### src/rtl/reg_write_arbiter_pkg.sv
// Shared types and helpers for the register-file write arbiter.
// The optional clear sweep is controlled by REG_ARB_CLEAR_EN (see reg_write_arbiter).
package reg_arb_pkg;

  typedef enum logic [0:0] {
    IDLE  = 1'b0,
    CLEAR = 1'b1
  } arb_state_t;

  localparam int NREQ_DEF = 32'd3;
  localparam int DW_DEF   = 32'd8;
  localparam int PW_DEF   = 32'd4;

  // Next index in round-robin order, wrapping at n.
  function automatic int unsigned rr_next(input int unsigned cur, input int unsigned n);
    return ((cur + 32'd1) >= n) ? 32'd0 : (cur + 32'd1);
  endfunction

  // Width needed to hold an index in 0..n-1 (at least one bit).
  function automatic int idx_width(input int n);
    return (n > 32'sd1) ? $clog2(n) : 32'sd1;
  endfunction

endpackage

### src/rtl/reg_write_arbiter_rr_pick.sv
// Combinational one-hot round-robin picker: the first requester after `last`
// (in wrapping order) that asserts req wins.
module rr_pick
  import reg_arb_pkg::*;
#(
  parameter int NREQ = NREQ_DEF,
  parameter int LW   = idx_width(NREQ)
) (
  input  logic [NREQ-1:0] req,
  input  logic [LW-1:0]   last,
  output logic [NREQ-1:0] gnt,
  output logic [LW-1:0]   idx,
  output logic            any
);

  // Scan NREQ candidates starting just after the previous winner.
  always_comb begin
    logic [LW-1:0] c_s;
    logic          hit_s;
    gnt   = '0;
    idx   = last;
    any   = 1'b0;
    c_s   = last;
    hit_s = 1'b0;
    for (int i = 0; i < NREQ; i++) begin
      c_s      = LW'(rr_next(32'(c_s), NREQ));
      hit_s    = req[c_s] & ~any;
      gnt[c_s] = gnt[c_s] | hit_s;
      idx      = hit_s ? c_s : idx;
      any      = any | hit_s;
    end
  end

endmodule

### src/rtl/reg_write_arbiter.sv
// Round-robin arbiter for the single register-file write port, with an optional
// runtime clear sweep enabled by defining REG_ARB_CLEAR_EN.
module reg_write_arbiter
  import reg_arb_pkg::*;
#(
  parameter int pw   = PW_DEF,
  parameter int NREQ = NREQ_DEF,
  parameter int DW   = DW_DEF
) (
  input  logic                     clk,
  input  logic                     reset,
  input  logic [NREQ-1:0]          req,
  input  logic [NREQ-1:0][pw-1:0]  req_addr,
  input  logic [NREQ-1:0][DW-1:0]  req_dat,
  output logic [NREQ-1:0]          gnt,
  input  logic                     clr_start,
  output logic                     clr_busy,
  output logic                     wr_en,
  output logic [pw-1:0]            wr_addr,
  output logic [DW-1:0]            wr_dat
);

  localparam int            LW       = idx_width(NREQ);
  localparam logic [LW-1:0] LAST_RST = LW'(NREQ - 1);

  logic [LW-1:0]   last_r;
  logic [LW-1:0]   pick_idx_s;
  logic [NREQ-1:0] pick_gnt_s;
  logic            pick_any_s;
  logic            grant_ok_s;
  logic            win_s;

  rr_pick #(
    .NREQ (NREQ),
    .LW   (LW)
  ) u_rr_pick (
    .req  (req),
    .last (last_r),
    .gnt  (pick_gnt_s),
    .idx  (pick_idx_s),
    .any  (pick_any_s)
  );

  // Expose the picker's choice only when the write port is free to take it.
  always_comb begin
    win_s = grant_ok_s & pick_any_s;
    if (grant_ok_s) begin
      gnt = pick_gnt_s;
    end else begin
      gnt = '0;
    end
  end

`ifdef REG_ARB_CLEAR_EN

  localparam logic [pw-1:0] CNT_MAX = {pw{1'b1}};

  arb_state_t    state_r;
  logic [pw-1:0] cnt_r;

  // A sweep request in IDLE pre-empts every requester that cycle.
  always_comb begin
    if (reset) begin
      grant_ok_s = 1'b0;
    end else if (state_r == IDLE) begin
      grant_ok_s = ~clr_start;
    end else begin
      grant_ok_s = 1'b0;
    end
  end

  // Arbitration / sweep FSM; cnt_r is the address currently being cleared.
  always_ff @(posedge clk or posedge reset) begin
    if (reset) begin
      state_r  <= IDLE;
      cnt_r    <= '0;
      last_r   <= LAST_RST;
      clr_busy <= 1'b0;
      wr_en    <= 1'b0;
      wr_addr  <= '0;
      wr_dat   <= '0;
    end else begin
      case (state_r)
        IDLE: begin
          if (clr_start) begin
            state_r  <= CLEAR;
            cnt_r    <= '0;
            clr_busy <= 1'b1;
            wr_en    <= 1'b1;
            wr_addr  <= '0;
            wr_dat   <= '0;
          end else if (win_s) begin
            last_r  <= pick_idx_s;
            wr_en   <= 1'b1;
            wr_addr <= req_addr[pick_idx_s];
            wr_dat  <= req_dat[pick_idx_s];
          end else begin
            wr_en <= 1'b0;
          end
        end
        CLEAR: begin
          if (cnt_r == CNT_MAX) begin
            state_r  <= IDLE;
            cnt_r    <= '0;
            clr_busy <= 1'b0;
            wr_en    <= 1'b0;
          end else begin
            cnt_r   <= cnt_r + 1'b1;
            wr_en   <= 1'b1;
            wr_addr <= cnt_r + 1'b1;
            wr_dat  <= '0;
          end
        end
        default: begin
          state_r  <= IDLE;
          cnt_r    <= '0;
          clr_busy <= 1'b0;
          wr_en    <= 1'b0;
        end
      endcase
    end
  end

`else

  logic unused_clr_start_s;

  assign unused_clr_start_s = clr_start;
  assign clr_busy           = 1'b0;

  // Without the sweep the block is permanently arbitrating.
  always_comb begin
    if (reset) begin
      grant_ok_s = 1'b0;
    end else begin
      grant_ok_s = 1'b1;
    end
  end

  // Register the winning write; addr/data hold when nothing is granted.
  always_ff @(posedge clk or posedge reset) begin
    if (reset) begin
      last_r  <= LAST_RST;
      wr_en   <= 1'b0;
      wr_addr <= '0;
      wr_dat  <= '0;
    end else if (win_s) begin
      last_r  <= pick_idx_s;
      wr_en   <= 1'b1;
      wr_addr <= req_addr[pick_idx_s];
      wr_dat  <= req_dat[pick_idx_s];
    end else begin
      wr_en <= 1'b0;
    end
  end

`endif

endmodule
### config.mk
export PLATFORM = sky130hd
export DESIGN_NAME = reg_write_arbiter
export DESIGN_NICKNAME = d
export VERILOG_FILES = /design/src/rtl/reg_write_arbiter_pkg.sv /design/src/rtl/reg_write_arbiter_rr_pick.sv /design/src/rtl/reg_write_arbiter.sv
export SDC_FILE = /design/constraint.sdc
export NUM_CORES = 1
export LEC_CHECK = 0
export ABC_AREA = 1
export CAP_MARGIN = 10
export CORE_MARGIN = 2
export CORE_UTILIZATION = 40
export CTS_BUF_LIST = sky130_fd_sc_hd__clkbuf_8
export DETAILED_ROUTE_END_ITERATION = 12
export PLACE_DENSITY = 0.88
export SLEW_MARGIN = 40
export SYNTH_ARGS = -nofsm -noshare
export SYNTH_HDL_FRONTEND = slang
export SYNTH_SLANG_ARGS = --single-unit
### constraint.sdc
create_clock -name clk -period 2 [get_ports clk]
set_input_delay 0.3 -clock clk [delete_from_list [all_inputs] [get_ports clk]]
set_output_delay 0.3 -clock clk [all_outputs]
set_load 0.02 [all_outputs]
==> impl_metrics.csv <==
group,metric,value,unit
placement,detailedPlace.worstSlack,-493,ps
clock_network,clock_tree_from_tritoncts,"done",
synth,synthFlopType,"sky130_fd_sc_hd__dfrtp_1",
cells_and_area,finish.net_count,273,
flow_run,maxCapViolations,0,
pwr,power_per_cell_area,1460,mW/mm²
grt,globalRouteOverflowTotal,0,
synth,synth_top_cell_by_area,"sky130_fd_sc_hd__dfrtp_1",
floorplan,design.die.area,0.00343,mm²
clock_network,htree_num_levels,1,
sta,fin_crit_sh,1.06,
sta,max_clock_freq,474,MHz
sta,final_critical_path_setup_slack,-112,ps
sta,slew_violations,0,
detailed_routing,wl_met2,1750,µm
clock_network,clock_tree.root_cell,"sky130_fd_sc_hd__clkbuf_8",
synth,synth.distinct_cells,27,
pwr,static-leakage-power,0.946,nW
worst_setup_path,critical_path.endpoint_type,"output port",
clock_network,clk_path_buf_depth,2,
clock_network,clk_latency,250,ps
synth,number_of_warnings_printed_during_yosys_synthesis,0,
worst_setup_path,crit_fanout,5,
floorplan,height_of_the_die,58.6,µm
worst_hold_path,hp-class,"input pin to asynchronous set/reset pin",
synth,summed_instance_area_of_the_synthesized_netlist,0.00119,mm²
pwr,total_power,0.00295,W
floorplan,initial_core_util,0.425,
cells_and_area,fin_util,0.720,
placement,hpwl,2620,µm
synth,synth-edff-count,0,
detailed_routing,dr_total_vias,1292,
detailed_routing,route.met3.wl,175,µm
worst_setup_path,setup.reg_to_reg.worst_slack,10,ps
floorplan,fp-row-count,19,
grt,grt_pass1_wl,5460,µm
grt,largest_net_degree_at_the_start_of_global_routing,13,
synth,mappedNetlistNets,196,
synth,count_leader_synth,"sky130_fd_sc_hd__inv_1",
detailed_routing,route.layer.met1.wl,1420,µm
grt,number_of_global_route_vias_before_repair,1257,
grt,grtUsageTotal,0.204,
cells_and_area,fill_cells,216,
pwr,vdd_drop_max,0.677,mV
sta,timing.clock.skew,7.94,ps
sta,timing.final.crit_period,2110,ps
worst_setup_path,setup.worst_path.class,"flop to output port",
detailed_routing,post_detailed_route_count_of_antenna_violating_nets,0,
floorplan,core,0.00281,mm²
floorplan,die_w,58.6,µm
worst_setup_path,slowest_delay,650,ps
synth,netlist_top_cells_count,"sky130_fd_sc_hd__inv_1, sky130_fd_sc_hd__nand2_1, sky130_fd_sc_hd__nor2_1, sky130_fd_sc_hd__dfrtp_1, sky130_fd_sc_hd__o21ai_1",
clock_network,cts_sinks,15,
status,failing_checks,"design-rule violations, negative setup slack",
detailed_routing,drt-pass1-iter-count,8,
sta,grt_setup_unrepaired,"yes",
floorplan,io_pins,59,
clock_network,tritoncts.num_buffers,3,
detailed_routing,routed_wirelength,3370,µm
detailed_routing,top_signal_layer_used,"met4",
worst_setup_path,arrival,1810,ps
sta,finalHoldViolations,0,
cells_and_area,areaGrowthSynthToFinish,69.4,%
worst_setup_path,cp.buffers_inverters,4,
detailed_routing,route.detailed.drc,3,
detailed_routing,route.detailed.wl_per_inst,12.9,µm
clock_network,clk_pin_slew_worst_paths,70,ps
detailed_routing,post_drt_via_cell_ratio,4.95,
synth,syn_avg_cell_area,7.74,µm²
synth,synthCells,154,
worst_setup_path,timing.critical_path.from_type,"flop",
placement,numPortBuffers,56,
worst_setup_path,critPathTopFamily,"flip-flops",
worst_setup_path,worst-endpoint-required,1700,ps
sta,setup_violations,3,
synth,synth.area.top_cells,"sky130_fd_sc_hd__dfrtp_1, sky130_fd_sc_hd__inv_1, sky130_fd_sc_hd__nand2_1",
synth,synthDominantCellAreaShare,0.294,
worst_setup_path,worstPathCellList,"nor2_4 -> nand2_2 -> nand3_2 -> nand2_2 -> inv_2 -> o21ai_2 -> nand2_4 -> inv_2 -> nand2_1 -> inv_1 -> buf_4",
synth,synth-seq-cells,15,
cells_and_area,num_antenna_cells,0,
synth,ys_async_sr_fraction,1.00,
placement,finalWeightedCongestion,0.818,
detailed_routing,detailedRoute.firstIterationViolations,62,
cells_and_area,drive_above_1_share,0.348,
worst_setup_path,crit_path_top_delay_cell,"sky130_fd_sc_hd__dfstp_2",
status,status,"complete, but fails checks",
synth,seq_area_frac_synth,0.316,
worst_setup_path,worstSetupStartpoint,"last_r[1]",
grt,initial_antenna_violation_count,0,
worst_setup_path,reg2reg_from,"last_r[1]",
## per-layer routing
metal / vias to the layer above / track usage
li1: 651 / -
met1: 603 / 0.244
met2: 36 / 0.380
met3: 2 / 0.0374
met4: 0 / 0.0390
met5: - / 0
## worst paths after layout
kind	to	cells after the start
min	wr_dat[3]	3
max in group asynchronous	last_r[1]	3
max reg2reg	wr_addr[3]	12
min reg2reg	wr_addr[1]	2
max	gnt[1]	11
min in group clk	wr_addr[1]	2
## sequential cells by signal, summed over array words and instances (netlist names)
register,count
wr_dat,8
wr_addr,4
last_r,2
wr_en,1
## where the power goes
group	leakage, nW	internal [W]	switching [W]
clock network	0.0217	0.000140	0.000116
logic	0.747	0.000936	0.00119
registers	0.177	0.000461	0.000110
total	0.946	0.00154	0.00141
## area by class of cell
cell class              instances  area, µm²  share of cell area
clock inverters                 1       7.51             0.00372
clock buffers                   3       41.3              0.0204
flip-flops and latches         15        377               0.186
well taps                      31       38.8              0.0192
inverters                      27        109              0.0539
multi-input cells             106        721               0.357
repair buffers                 78        726               0.359
## timing repair
| item | CTS | global route |
|---|---|---|
| setup endpoints to repair | 3 | 11 |
| gates resized for setup | 18 | 19 |
| pin swaps | 0 | 8 |
| setup buffers | 1 | 1 |
| hold buffers | 0 | 0 |
## cells by family after synthesis
logic type,Yosys count,share of synthesized area
other cells,1,0.00314
simple gates,73,0.357
flops,15,0.316
compound gates,32,0.185
buf+inv,33,0.140
## placed cells by master (no fill, tap or decap)
cell,instances
sky130_fd_sc_hd__nand3_2,4
sky130_fd_sc_hd__nor2_8,2
sky130_fd_sc_hd__inv_4,1
sky130_fd_sc_hd__o21ai_1,13
sky130_fd_sc_hd__clkbuf_8,3
sky130_fd_sc_hd__nor2_1,17
sky130_fd_sc_hd__nor2_4,4
sky130_fd_sc_hd__buf_4,24
sky130_fd_sc_hd__nand3_4,2
sky130_fd_sc_hd__nand2_2,11
sky130_fd_sc_hd__dfrtp_1,14
sky130_fd_sc_hd__nand4_1,5
sky130_fd_sc_hd__inv_1,17
sky130_fd_sc_hd__nand2_4,5
sky130_fd_sc_hd__a21oi_1,1
sky130_fd_sc_hd__nor2_2,2
sky130_fd_sc_hd__a21oi_2,5
sky130_fd_sc_hd__a221oi_2,1
sky130_fd_sc_hd__clkinvlp_4,1
sky130_fd_sc_hd__clkdlybuf4s50_1,53
sky130_fd_sc_hd__a22oi_1,6
sky130_fd_sc_hd__o21ai_2,2
sky130_fd_sc_hd__nand3_1,9
sky130_fd_sc_hd__inv_2,8
sky130_fd_sc_hd__inv_6,1
sky130_fd_sc_hd__buf_8,1
sky130_fd_sc_hd__nand2_1,12
sky130_fd_sc_hd__a22oi_2,1
sky130_fd_sc_hd__o21ai_0,2
sky130_fd_sc_hd__o22ai_4,1
sky130_fd_sc_hd__dfstp_2,1
sky130_fd_sc_hd__conb_1,1
## stage by stage
stage | std cells | area, µm² | hold slack [ps] | setup TNS [ps]
CTS | 260 | 1940 | 432 | -183
detailed placement | 255 | 1880 | 515 | -2170
global route | 261 | 2020 | 484 | -1480
floorplan | 154 | 1190 | 225 | 0
finish | 261 | 2020 | 487 | -268
global placement | 255 | 1880 | 491 | -1770
## worst register-to-register path, delay by kind of cell, from the launching register on
kind                   cells  cell delay (ps)
DFF                        1              650
buffers and inverters      3              400
and+or+nand+nor            7              570
AOI/OAI and AO/OA          2              250
(Power assumes the default switching activity.)
